File: config.mk
export PLATFORM = sky130hd
export DESIGN_NAME = bounded_counter_monitor
export DESIGN_NICKNAME = d
export VERILOG_FILES = /design/src/rtl/bounded_counter_monitor.sv
export SDC_FILE = /design/constraint.sdc
export NUM_CORES = 1
export LEC_CHECK = 0
export BUFFER_PORTS_ARGS = -buffer_cell sky130_fd_sc_hd__buf_4
export CAP_MARGIN = 30
export CORE_ASPECT_RATIO = 1.25
export CORE_MARGIN = 5
export CORE_UTILIZATION = 32
export DETAILED_ROUTE_END_ITERATION = 16
export GPL_TIMING_DRIVEN = 0
export PLACE_DENSITY = 0.49
export SYNTH_ARGS = -nofsm -noshare
export SYNTH_HDL_FRONTEND = slang
export SYNTH_SLANG_ARGS = --single-unit
File: constraint.sdc
create_clock -name clk -period 1.9 [get_ports clk]
set_input_delay 0.285 -clock clk [delete_from_list [all_inputs] [get_ports clk]]
set_output_delay 0.285 -clock clk [all_outputs]
set_load 0.05 [all_outputs]
File: src/rtl/bounded_counter_monitor.sv
`default_nettype none
// ============================================================================
// Module   : bounded_counter_monitor
// Brief    : Enable counter (wrap/saturate) with bounded-count checker,
//            sticky fail flag, saturating violation counter and monitor FSM.
// Revision : 1.0 - initial release
// ============================================================================
module bounded_counter_monitor #(
  parameter int WIDTH = 4,
  parameter int LIMIT = 5,
  parameter int HIST  = 1,
  parameter int MODE  = 0,
  parameter int FCW   = 8
) (
  input  logic             clk,
  input  logic             rst,
  input  logic             ena,
  input  logic             clr,
  output logic [WIDTH-1:0] count,
  output logic             valid,
  output logic             wrap,
  output logic             fail,
  output logic [FCW-1:0]   fail_cnt,
  output logic [1:0]       state
);

  localparam logic [WIDTH-1:0] C_MAXV  = {WIDTH{1'b1}};
  localparam logic [WIDTH:0]   C_LIMIT = (WIDTH+1)'(LIMIT);
  localparam logic [FCW-1:0]   C_FMAX  = {FCW{1'b1}};

  localparam logic [1:0] S_IDLE = 2'd0;
  localparam logic [1:0] S_RUN  = 2'd1;
  localparam logic [1:0] S_FAIL = 2'd2;

  logic [WIDTH-1:0] r_count;
  logic             r_wrap;
  logic             r_fail;
  logic [FCW-1:0]   r_fail_cnt;
  logic [1:0]       r_state;
  logic [1:0]       w_next_state;
  logic [HIST-1:0]  r_hist;
  logic             w_hist_in;
  logic             w_ena_dly;
  logic             w_at_max;
  logic             w_below;
  logic             w_viol;

  assign w_at_max  = (r_count == C_MAXV);
  assign w_hist_in = ena & ~clr;
  assign w_ena_dly = r_hist[HIST-1];
  // Widened compare keeps LIMIT == 2**WIDTH from ever flagging
  assign w_below   = ({1'b0, r_count} < C_LIMIT);
  assign w_viol    = w_ena_dly & ~w_below;

  always_ff @(posedge clk or posedge rst) begin
    if (rst) begin
      r_count <= '0;
      r_wrap  <= 1'b0;
    end else begin
      r_wrap <= ena & ~clr & w_at_max;
      if (clr) begin
        r_count <= '0;
      end else if (ena) begin
        if (!w_at_max) begin
          r_count <= r_count + 1'b1;
        end else if (MODE == 0) begin
          r_count <= '0;
        end
      end
    end
  end

  generate
    if (HIST == 1) begin : g_hist_single
      always_ff @(posedge clk or posedge rst) begin
        if (rst) r_hist <= '0;
        else     r_hist <= w_hist_in;
      end
    end else begin : g_hist_shift
      always_ff @(posedge clk or posedge rst) begin
        if (rst) r_hist <= '0;
        else     r_hist <= {r_hist[HIST-2:0], w_hist_in};
      end
    end
  endgenerate

  always_ff @(posedge clk or posedge rst) begin
    if (rst) begin
      r_fail     <= 1'b0;
      r_fail_cnt <= '0;
    end else if (clr) begin
      r_fail     <= 1'b0;
      r_fail_cnt <= '0;
    end else if (w_viol) begin
      r_fail <= 1'b1;
      if (r_fail_cnt != C_FMAX) r_fail_cnt <= r_fail_cnt + 1'b1;
    end
  end

  always_ff @(posedge clk or posedge rst) begin
    if (rst) r_state <= S_IDLE;
    else     r_state <= w_next_state;
  end

  always_comb begin
    w_next_state = r_state;
    if (clr) begin
      w_next_state = S_IDLE;
    end else if (w_viol) begin
      w_next_state = S_FAIL;
    end else begin
      case (r_state)
        S_IDLE:  if (ena) w_next_state = S_RUN;
        S_RUN:   w_next_state = S_RUN;
        S_FAIL:  w_next_state = S_FAIL;
        default: w_next_state = S_IDLE;
      endcase
    end
  end

  always_comb begin
    state    = r_state;
    count    = r_count;
    wrap     = r_wrap;
    fail     = r_fail;
    fail_cnt = r_fail_cnt;
    valid    = w_ena_dly & w_below;
  end

endmodule
`default_nettype wire

=== Word-level counts from Yosys, hierarchy flattened ===
Cells that the tools add are included.
W data, S select, Z words.

* Logic and storage cells: 37
* Output and inout bits: 17
* Register bits after elaboration: 17

* Muxes and demuxes: 12
* Bitwise operators: 6
* Reductions and logical operators: 5
* Equal/unequal tests: 5
* Add/sub/neg operators: 2
* Order comparisons: 1

{| class="wikitable"
|+ Operators by type and width
! cell !! number
|-
| $mux W8 || 3
|-
| $mux W4 || 3
|-
| $add A8 B1 Y8 const B || 1
|-
| $ne A8 B8 Y1 const B || 1
|-
| $mux W2 || 3
|-
| $pmux W2 S3 || 1
|-
| $reduce_bool A2 Y1 || 3
|-
| $add A4 B1 Y4 const B || 1
|-
| $and A1 B1 Y1 || 4
|-
| $eq A4 B4 Y1 const B || 1
|-
| $lt A4 B3 Y1 const B || 1
|-
| $ne A4 B4 Y1 const B || 1
|-
| $eq A2 B1 Y1 const B || 1
|-
| $eq A2 B2 Y1 const B || 1
|-
| $logic_not A2 Y1 || 1
|-
| $mux W1 || 2
|-
| $not A1 Y1 || 2
|-
| $reduce_and A2 Y1 || 1
|}

=== Logic depth before layout (Yosys ltp) ===
Gate-level depths: netlist of run 1.

* Word-level depth: 5
* Depth in mapped cells: 6
* Mapped depth without buffers: 6

=== Worst setup path after synthesis of run 1 ===
No wires, ideal clock.

* Kind: register to output
* Start point: register r_count[0], in the netlist count[0]
* End point: output port valid
* Required time: 1615 ps
* Stages on the path, launching flop included: 5
* Slack: -615 ps
* Data arrival time: 2230 ps
* Path through: dfrtp_1 inv_1 ha_1 and2b_4 nor3b_1

* Word-level cells in the longest chain between the ends: 2

{| class="wikitable"
|+ Ends and longest elaborated chain
! item !! line !! text
|-
| start, declared || 35 || <nowiki>logic [WIDTH-1:0] r_count;</nowiki>
|-
| start signal, assigned || 65 || <nowiki>r_count <= r_count + 1'b1;</nowiki>
|-
| $lt A4 B3 Y1 || 52 || <nowiki>assign w_below = ({1'b0, r_count} < C_LIMIT);</nowiki>
|-
| $and A1 B1 Y1 || 127 || <nowiki>valid = w_ena_dly & w_below;</nowiki>
|-
| end, declared || 20 || <nowiki>output logic valid,</nowiki>
|}

Every way passes these cells.

=== Worst setup path in the final report of run 1 ===
Ends and elaborated chain as after synthesis.

==> summary.md, run 1 <==
| Metric | Value |
|---|---|
| Result of the run | complete, no violations |
| Netlist cell types | 28 |
| Launch point of the worst path | count[0]$_DFFE_PP0P_ |
| Most frequent cells in the layout | buf_4 (22), dfrtp_1 (15), nor2_1 (11) |
| Share of layout cells above drive strength 1 | 30.63% |
| Switching Share | 26.91% |
| PwrDens | 579.4 nW/um^2 |
| Critical-path cell list | inv_1 -> ha_1 -> and2b_4 -> nor3b_4 -> buf_6 |
| TritonCTS Buffers | 3 |
| Die Area | 3839 um^2 |
| Post-Syn Nets | 91 |
| Core Area | 2628 um^2 |
| P_sw | 175.0 uW |
| Synth async-reset ratio | 100.0% |
| Die Height | 68.03 um |
| Ranking of synthesized cells by area | dfrtp_1 (49%), nor2_1 (4.8%), mux2i_1 (4.6%), ha_1 (4.4%), a21oi_1 (4.1%) |
| Layout Nets | 119 |
| Lkg Pwr | 0.5392 nW |
| DR vias | 705 |
| Largest net degree at the start of global routing | 18 |
| Worst slack after detailed placement | 0.1917 ns |
| Critical path startpoint category | flip-flop |
| Clock Power Share | 30.0% |
| Top_reg_cell synth | dfrtp_1 |
| Area Overhead vs Synth | 30.19% |
| Synthesized cell area | 862.1 um^2 |
| Placed Cells | 138 |
| Ys Warns | 0 |
| Comb power frac | 12.3% |
| Skew final | 0.001970 ns |
| Vias/cell | 4.862 |
| Remaining routing DRC violations | 0 |
| # diodes | 0 |
| Detailed Route WL | 1.878 mm |
| Actual slew at the worst max-slew pin | 0.6378 ns |
| Remaining antenna violation count after routing | 0 |
| CTS clk-pin slew, worst paths | 0.10 ns |
| Slowest stage delay, CP | 0.43 ns |
| Setup CP Type | flip-flop to output port |
| Post-synth EDFFs | 0 |
| CP max FO | 6 |
| GPL Wtd Cong | 0.7206 |
| Post-route cell area | 1122 um^2 |
| Worst Setup End Kind | output port |
| Vias in the first global route | 706 |
| DRT iter0 DRCs | 13 |
| Post-place instance area | 1069 um^2 |
| Register area share after synthesis | 49.35% |
| FMAX | 0.5490 GHz |
| Fin cells | 145 |
| Initial antenna violation count | 0 |
| Final Util | 42.71% |
| Sink Count | 17 |
| Port Buffers | 20 |
| Worst-Skew Late Latency | 0.29 ns |
| Min-Delay Path Class | input pin to async pin |
| Period utilization | 95.86% |
| Gr usage total | 10.90% |
| Grt ovf | 0 |
| Die W | 56.43 um |
| Fin crit period | 1.821 ns |
| Slowest CP cell | dfrtp_2 |
| TritonRoute pass-1 iters | 4 |
| Synth Area per Inst | 10.26 um^2 |
| # IOs | 21 |
| CTS Buffer Depth | 2 |
| Share of the synthesized area in the top cell type | 49.35% |
| Pins over their slew limit | 0 |
| Starting Density | 32.81% |
| Final worst slack | 0.07859 ns |
| Final HPWL from detailed placement | 1.362 mm |
| Total power | 650.3 uW |
| Worst VDD drop | 0.0002958 V |
| FILL cells | 285 |
| Max_slew headroom | 57.43% |
| Internal power | 475.3 uW |
| # hold bufs at CTS | 0 |
| Worst EP arrival | 1.54 ns |
| Site Rows | 21 |
| Mapped Cells | 84 |
| Origin of the critical flop-to-flop path | count[0]$_DFFE_PP0P_ |
| # Max-Cap Violations | 0 |
| CTS tree | done |
| Root buf cell | clkbuf_4 |
| First-pass GRT wire length | 3.270 mm |
| Worst Path Required | 1.62 ns |
| Commonest non-fill, non-tap cell in the layout | buf_4 |
| H-tree depth | 1 |
| Final-report setup violation count | 0 |
| Synth area leader | dfrtp_1 |
| Avg WL per Cell | 12.95 um |
| Seq cells post-synth | 17 |
| Fin. Hold Viols | 0 |
| Sequential share of power | 57.6% |
-- kinds of logic after synthesis --
| family | count (synthesis) | share of synthesized area [%] |
|---|---|---|
| compound gates | 16 | 13.93 |
| xor+xnor | 3 | 3.048 |
| fa+ha+maj | 3 | 4.355 |
| buf+inv | 7 | 3.918 |
| flops | 17 | 49.35 |
| mux | 4 | 4.645 |
| simple gates | 34 | 20.75 |
-- final cells by class --
cell class	instances	area [um^2]	area share [%]
repair buffers	23	176.4	15.72
flip-flops and latches	17	427.9	38.13
multi-input cells	60	414.1	36.90
clock buffers	3	22.52	2.007
well taps	34	42.54	3.790
plain buffers	2	15.01	1.338
clock inverters	1	5.005	0.4459
inverters	5	18.77	1.672
-- critical path: cells and delay by family (launching register included) --
family,cells,cell delay (ns)
flip-flops,1,0.43
adder cells (fa/ha/maj),1,0.15
buffers and inverters,2,0.27
AND/OR/NAND/NOR,2,0.40
-- per-stage QoR --
step	setup TNS [ns]	hold WS (ns)
2_1_floorplan	0	0.2109
3_3_place_gp	0	0.4251
3_5_place_dp	0	0.4268
4_1_cts	0	0.09008
5_1_grt	-0.009295	0.1193
6_report	0	0.07070
-- synthesized netlist by cell type (2+ instances only) --
cell type / n
dfrtp_1: 17
nor2_1: 11
or3_1: 2
nand3_1: 4
and3_1: 2
nand2_1: 4
xor2_1: 3
o21ai_0: 3
nor2b_1: 2
ha_1: 3
mux2i_1: 4
a21oi_1: 7
inv_1: 5
nand2b_1: 2
o2111ai_1: 2
-- state kept, by name (all words and copies together) (netlist names) --
name / flops
count: 4
fail: 1
fail_cnt: 8
r_hist: 1
state: 2
wrap: 1
-- power groups by stage --
stage | logic, mW | clock network (mW) | registers (mW)
floorplan | 0.0289 | 0 | 0.399
global placement | 0.0710 | 0 | 0.383
detailed placement | 0.0730 | 0 | 0.383
CTS | 0.0733 | 0.208 | 0.376
global route | 0.0881 | 0.222 | 0.376
finish | 0.0800 | 0.195 | 0.375
-- routing by layer --
metal  routed length, um  part of all wire (%)  global-route usage (%)
met1                 862                    46                   13.28
met2                 915                    49                   17.34
met3                  82                   4.4                   2.830
met4                  18                  0.96                   6.528
met5                   0                     0                       0
-- what timing repair did --
item	4_1_cts	5_1_grt
setup buffers	0	3
setup endpoints to repair	0	1
resized for setup	0	1
-- final timing paths --
kind | cells past startpoint | slack [ns] | to
max | 5 | 0.08 | valid
min | 2 | 0.07 | count[2]$_DFFE_PP0P_
max reg2reg | 6 | 0.21 | fail_cnt[3]$_DFFE_PP0P_
min reg2reg | 1 | 0.48 | state[0]$_DFFE_PP0P_
max in group asynchronous | 2 | 1.38 | count[0]$_DFFE_PP0P_
min in group clk | 2 | 0.20 | count[0]$_DFFE_PP0P_
No activity file was read; power rests on OpenSTA's default activity.
==> inputs of run 2 (changes only) <==
==> constraint.sdc (replaced) <==
create_clock -name clk -period 1.9 [get_ports clk]
set_input_delay 0.19 -clock clk [delete_from_list [all_inputs] [get_ports clk]]
set_output_delay 0.19 -clock clk [all_outputs]
set_load 0.05 [all_outputs]
==> run 2 against run 1 <==
  * Sequential power about the same
  * Wire length decreased by 1.8%
  * Sequential share of layout area increased by 0.78 points
  * Sequential cell count unchanged
  * Via count decreased by 0.85%
  * Final cell count decreased by 1.4%
  * Clock power about the same
  * Critical path depth unchanged
  * Combinational power decreased by 11%
  * Clock skew increased by 0.0016 ns
  * Utilization decreased by 0.86 points
  * Fmax increased by 3.5%
  * Critical endpoint unchanged
==> summary.md, run 2 (same netlist as run 1, synthesis figures left out) <==
| Metric | Value |
|---|---|
| Critical path startpoint category | flip-flop (unchanged) |
| Avg WL per Cell | 12.90 um (was 12.95 um) |
| Actual slew at the worst max-slew pin | 0.6530 ns (was 0.6378 ns) |
| Post-place instance area | 1062 um^2 (was 1069 um^2) |
| Cts repair resizes | 0 (unchanged) |
| Area Overhead vs Synth | 27.58% (was 30.19%) |
| Pins over their slew limit | 0 (unchanged) |
| Slowest CP cell | dfrtp_2 (unchanged) |
| TritonCTS Buffers | 3 (unchanged) |
| Largest net degree at the start of global routing | 18 (unchanged) |
| H-tree depth | 1 (unchanged) |
| Initial antenna violation count | 0 (unchanged) |
| Worst Setup End Kind | output port (unchanged) |
| GPL Wtd Cong | 0.7305 (was 0.7206) |
| Starting Density | 32.81% (unchanged) |
| Lkg Pwr | 0.5278 nW (was 0.5392 nW) |
| Seq. cell area | 427.9 um^2 (unchanged) |
| DR vias | 699 (was 705) |
| Final HPWL from detailed placement | 1.364 mm (was 1.362 mm) |
| Final worst slack | 0.1399 ns (was 0.07859 ns) |
| Worst-Skew Late Latency | 0.29 ns (about the same) |
| Site Rows | 21 (unchanged) |
| Sink Count | 17 (unchanged) |
| Gr usage total | 11.01% (was 10.90%) |
| Worst Path Required | 1.71 ns (was 1.62 ns) |
| Result of the run | complete, no violations (unchanged) |
| Core Area | 2628 um^2 (unchanged) |
| # IOs | 21 (unchanged) |
| RSZ-0062 raised after global routing | no |
| WHS | 0.1049 ns (was 0.07070 ns) |
| Port Buffers | 20 (unchanged) |
| Detailed Route WL | 1.845 mm (was 1.878 mm) |
| Period utilization | 92.63% (was 95.86%) |
| FILL cells | 289 (was 285) |
| Die Area | 3839 um^2 (unchanged) |
| CTS tree | done (unchanged) |
| # Max-Cap Violations | 0 (unchanged) |
| PwrDens | 583.4 nW/um^2 (was 579.4 nW/um^2) |
| Post-route cell area | 1100 um^2 (was 1122 um^2) |
| DRT iter0 DRCs | 12 (was 13) |
| Grt ovf | 0 (unchanged) |
| Critical-path cell list | inv_1 -> ha_1 -> and2b_4 -> nor3b_2 -> buf_4 (was inv_1 -> ha_1 -> and2b_4 -> nor3b_4 -> buf_6) |
| Max_slew headroom | 56.42% (was 57.43%) |
| Commonest non-fill, non-tap cell in the layout | buf_4 (unchanged) |
| Vias in the first global route | 716 (was 706) |
| Min-Delay Path Class | input pin to flip-flop (was input pin to async pin) |
| Fin crit period | 1.760 ns (was 1.821 ns) |
| # diodes | 0 (unchanged) |
| Max reg flops | 8 (unchanged) |
| Setup CP Type | flip-flop to output port (unchanged) |
| TritonRoute pass-1 iters | 4 (unchanged) |
| Skew final | 0.003563 ns (was 0.001970 ns) |
| FMAX | 0.5682 GHz (was 0.5490 GHz) |
| CTS clk-pin slew, worst paths | 0.10 ns (about the same) |
| Vias/cell | 4.888 (was 4.862) |
| Die W | 56.43 um (unchanged) |
| Worst VDD drop | 0.0002571 V (was 0.0002958 V) |
| Slowest stage delay, CP | 0.45 ns (was 0.43 ns) |
| Final Util | 41.86% (was 42.71%) |
| Root buf cell | clkbuf_4 (unchanged) |
| CTS Buffer Depth | 2 (unchanged) |
| Multi-input logic area | 407.9 um^2 (was 414.1 um^2) |
| Setup TNS Final | 0 ns (unchanged) |
| Worst slack after detailed placement | 0.1892 ns (was 0.1917 ns) |
| Remaining routing DRC violations | 0 (unchanged) |
| WP buf/inv | 2 (unchanged) |
| First-pass GRT wire length | 3.325 mm (was 3.270 mm) |
| Fin. Hold Viols | 0 (unchanged) |
| CP max FO | 6 (unchanged) |
| Share of layout cells above drive strength 1 | 28.44% (was 30.63%) |
| Remaining antenna violation count after routing | 0 (unchanged) |
| Crit-path leading delay family | flip-flops (unchanged) |
| Most frequent cells in the layout | buf_4 (20), dfrtp_1 (15), nor2_1 (11) (was buf_4 (22), dfrtp_1 (15), nor2_1 (11)) |
| Worst EP arrival | 1.57 ns (was 1.54 ns) |
| Final-report setup violation count | 0 (unchanged) |
| Die Height | 68.03 um (unchanged) |
| Layout Nets | 117 (was 119) |
[run 2: cell count changes in the layout (fill, tap and decap cells not counted)]
cell	delta
buf_4	-2
buf_6	-1
dlygate4sd3_1	+1
nor3b_2	+1
nor3b_4	-1
[run 2: path summary, 6_finish.rpt]
kind	startpoint	to	slack, ns	cells past startpoint
worst max-delay path	count[0]$_DFFE_PP0P_	valid	0.14	5
worst min-delay path	clr	fail_cnt[3]$_DFFE_PP0P_	0.10	2
worst max register to register	count[0]$_DFFE_PP0P_	fail_cnt[5]$_DFFE_PP0P_	0.18	6
worst min register to register	state[1]$_DFFE_PP0P_	state[0]$_DFFE_PP0P_	0.48	1
max in group asynchronous	rst	count[0]$_DFFE_PP0P_	0.91	3
min in group asynchronous	rst	fail_cnt[1]$_DFFE_PP0P_	0.54	3
[run 2: power by group]
part / switching (mW) / internal [mW] / leakage (nW)
clock network: 0.116 / 0.0784 / 0.0177
logic: 0.0477 / 0.0234 / 0.279
registers: 0.00786 / 0.368 / 0.231
[run 2: final cells by class]
type | instances | share of cell area (%)
inverters | 5 | 1.706
well taps | 34 | 3.868
clock buffers | 3 | 2.048
plain buffers | 2 | 1.365
multi-input cells | 60 | 37.09
repair buffers | 21 | 14.56
flip-flops and latches | 17 | 38.91
clock inverters | 1 | 0.4551
[run 2: metal layers]
layer	track usage (%)	routed length, um
met1	13.71	852
met2	17.92	912
met3	2.075	53
met4	6.231	27
met5	0	0
[run 2: per-stage QoR]
stage / total power, mW / instances
after detailed placement: 0.4537 / 138
after global routing: 0.6737 / 143
final: 0.6416 / 143
after global placement: 0.4535 / 138
after CTS: 0.6554 / 143
after floorplan: 0.4265 / 84
[run 2: repair_timing]
action,in CTS,in global routing
buffers inserted,0,0
endpoints found under the hold margin,17,0
hold buffers,1,0
==> inputs of run 3 (changes only) <==
--- a/config.mk
+++ b/config.mk
@@ -13,6 +13,7 @@
 export DETAILED_ROUTE_END_ITERATION = 16
 export GPL_TIMING_DRIVEN = 0
 export PLACE_DENSITY = 0.49
+export SETUP_SLACK_MARGIN = 0.3
 export SYNTH_ARGS = -nofsm -noshare
 export SYNTH_HDL_FRONTEND = slang
 export SYNTH_SLANG_ARGS = --single-unit
==> run 3 against run 2 <==
  * Critical path depth is the same
  * Via count rose by 3.4%
  * Fmax up 6.0%
  * Global-route usage increased by 0.37 points
  * Worst hold slack got worse by 0.12 ns
  * Register-to-register slack improved by 0.13 ns
  * Wire length rose by 7.9%
  * Combinational power up 18%
  * The flow now finishes with violations (negative hold slack)
  * Critical endpoint unchanged
  * Cell area grew 6.0%
==> summary.md, run 3 (same netlist as run 1, synthesis figures left out) <==
| Metric | Value |
|---|---|
| Setup TNS Final | 0 ns (unchanged) |
| Starting Density | 32.81% (unchanged) |
| Origin of the critical flop-to-flop path | count[0]$_DFFE_PP0P_ (unchanged) |
| Die Area | 3839 um^2 (unchanged) |
| Failing checks | negative hold slack |
| Grt ovf | 0 (unchanged) |
| Final-report setup violation count | 0 (unchanged) |
| Worst path depth | 5 (unchanged) |
| Site Rows | 21 (unchanged) |
| Actual slew at the worst max-slew pin | 0.6589 ns (was 0.6530 ns) |
| Port Buffers | 20 (unchanged) |
| Launch point of the worst path | count[0]$_DFFE_PP0P_ (unchanged) |
| Period utilization | 87.38% (was 92.63%) |
| Skew final | 0.001122 ns (was 0.003563 ns) |
| Fin cells | 146 (was 143) |
| TritonRoute pass-1 iters | 3 (was 4) |
| CTS Buffer Depth | 2 (unchanged) |
| Worst Setup End Kind | output port (unchanged) |
| Switching Share | 26.71% (was 26.78%) |
| GPL Wtd Cong | 0.7175 (was 0.7305) |
| Vias in the first global route | 768 (was 716) |
| Clock Power Share | 30.1% (was 30.3%) |
| Slowest stage delay, CP | 0.43 ns (was 0.45 ns) |
| H-tree depth | 1 (unchanged) |
| WHS | -0.01254 ns (was 0.1049 ns) |
| DR vias | 723 (was 699) |
| R2R Setup Slk | 0.31 ns (was 0.18 ns) |
| Sequential share of power | 57.2% (was 58.6%) |
| Worst EP arrival | 1.47 ns (was 1.57 ns) |
| Worst r2r dst | fail_cnt[5]$_DFFE_PP0P_ (unchanged) |
| Largest net degree at the start of global routing | 18 (unchanged) |
| Die Height | 68.03 um (unchanged) |
| Min-Delay Path Class | input pin to async pin (was input pin to flip-flop) |
| RSZ-0062 raised after global routing | yes (was no) |
| Remaining antenna violation count after routing | 0 (unchanged) |
| First-pass GRT wire length | 3.484 mm (was 3.325 mm) |
| Share of layout cells above drive strength 1 | 36.61% (was 28.44%) |
| Root buf cell | clkbuf_4 (unchanged) |
| Vias/cell | 4.952 (was 4.888) |
| Total power | 655.0 uW (was 641.6 uW) |
| Pins over their slew limit | 0 (unchanged) |
| Gr usage total | 11.39% (was 11.01%) |
| # diodes | 0 (unchanged) |
| Lkg Pwr | 0.5389 nW (was 0.5278 nW) |
| Core Area | 2628 um^2 (unchanged) |
| Detailed Route WL | 1.990 mm (was 1.845 mm) |
| Commonest non-fill, non-tap cell in the layout | buf_4 (unchanged) |
| Setup CP Type | flip-flop to output port (unchanged) |
| WP buf/inv | 2 (unchanged) |
| Placed Cells | 138 (unchanged) |
| Comb power frac | 12.8% (was 11.1%) |
| DRT iter0 DRCs | 17 (was 12) |
| Avg WL per Cell | 13.63 um (was 12.90 um) |
| CP max FO | 4 (was 6) |
| FMAX | 0.6023 GHz (was 0.5682 GHz) |
| Sink Count | 17 (unchanged) |
| Area Overhead vs Synth | 35.27% (was 27.58%) |
| Final HPWL from detailed placement | 1.383 mm (was 1.364 mm) |
| Max_slew headroom | 56.02% (was 56.42%) |
| Initial antenna violation count | 0 (unchanged) |
| Critical-path cell list | inv_2 -> ha_4 -> and2b_4 -> nor3b_4 -> buf_6 (was inv_1 -> ha_1 -> and2b_4 -> nor3b_2 -> buf_4) |
| Worst VDD drop | 0.0003387 V (was 0.0002571 V) |
| Slowest CP cell | dfrtp_2 (unchanged) |
| TritonCTS Buffers | 3 (unchanged) |
| Layout Nets | 120 (was 117) |
| Most frequent cells in the layout | buf_4 (23), dfrtp_1 (13), nor2_1 (11) (was buf_4 (20), dfrtp_1 (15), nor2_1 (11)) |
| CTS clk-pin slew, worst paths | 0.10 ns (about the same) |
| Final worst slack | 0.2397 ns (was 0.1399 ns) |
| CP endpoint | valid (unchanged) |
| R2R cell count | 6 (unchanged) |
| P_sw | 175.0 uW (was 171.8 uW) |
| Crit-path leading delay family | flip-flops (unchanged) |
| Worst Path Required | 1.71 ns (about the same) |
| # Max-Cap Violations | 0 (unchanged) |
| Fin. Hold Viols | 17 (was 0) |
| # hold bufs at CTS | 0 (was 1) |
| Result of the run | complete, but fails checks (was complete, no violations) |
| PwrDens | 561.7 nW/um^2 (was 583.4 nW/um^2) |
| Remaining routing DRC violations | 0 (unchanged) |
| Critical path startpoint category | flip-flop (unchanged) |
| # IOs | 21 (unchanged) |
| Worst-Skew Late Latency | 0.28 ns (was 0.29 ns) |
| Fin crit period | 1.660 ns (was 1.760 ns) |
| Die W | 56.43 um (unchanged) |
| CTS tree | done (unchanged) |
| Max reg flops | 8 (unchanged) |
| Internal power | 480.0 uW (was 469.8 uW) |
| Worst slack after detailed placement | 0.2779 ns (was 0.1892 ns) |
==> run 3: power groups by stage <==
stage / Clock (mW) / Sequential, mW / Combinational (mW)
6_report: 0.197 / 0.374 / 0.0836
5_1_grt: 0.216 / 0.375 / 0.0922
4_1_cts: 0.201 / 0.374 / 0.0853
3_5_place_dp: 0 / 0.383 / 0.0724
3_3_place_gp: 0 / 0.383 / 0.0718
2_1_floorplan: 0 / 0.399 / 0.0293
==> run 3: metrics by stage <==
stage                     util (%)  instance area (um^2)
after floorplan                  -                 880.8
after global placement       40.86                  1074
after detailed placement     40.86                  1074
after CTS                    43.52                  1144
after global routing         44.38                  1166
final                        44.38                  1166
==> run 3: metal layers <==
layer	global-route usage (%)	up-vias	share of wire [%]
met5	0	-	0
met4	3.561	0	0.75
met3	2.075	2	3.4
met2	20.81	10	52
met1	13.53	358	44
li1	-	353	-
==> run 3: cell type report <==
cell class              instances  area, um^2
plain buffers                   2       15.01
fillers                       268        1461
repair buffers                 24       183.9
well taps                      34       42.54
inverters                       5       18.77
multi-input cells              60       449.2
clock buffers                   4       26.28
flip-flops and latches         17       430.4
==> run 3: worst reg2reg max path, stage by stage, from the launching register on <==
cell and delay (ns):
dfrtp_2 0.39, inv_2 0.06, ha_4 0.14, and2b_4 0.29, o221ai_4 0.15, or3_1 0.38, a21oi_1 0.12
==> run 3: worst min-delay path by stage <==
stage,from,end,slack [ns]
6_report,rst,count[2]$_DFFE_PP0P_,-0.01
5_1_grt,rst,count[2]$_DFFE_PP0P_,0.04
4_1_cts,rst,count[2]$_DFFE_PP0P_,0.01
3_5_place_dp,rst,count[2]$_DFFE_PP0P_,0.33
3_3_place_gp,rst,count[2]$_DFFE_PP0P_,0.34
2_1_floorplan,rst,count[2]$_DFFE_PP0P_,0.12
==> run 3: what timing repair did <==
item                                    4_1_cts  5_1_grt
pin swaps                                     2        3
cloned                                        0        0
setup buffers                                 4        0
endpoints found under the setup margin        3        7
resized for setup                             2        3
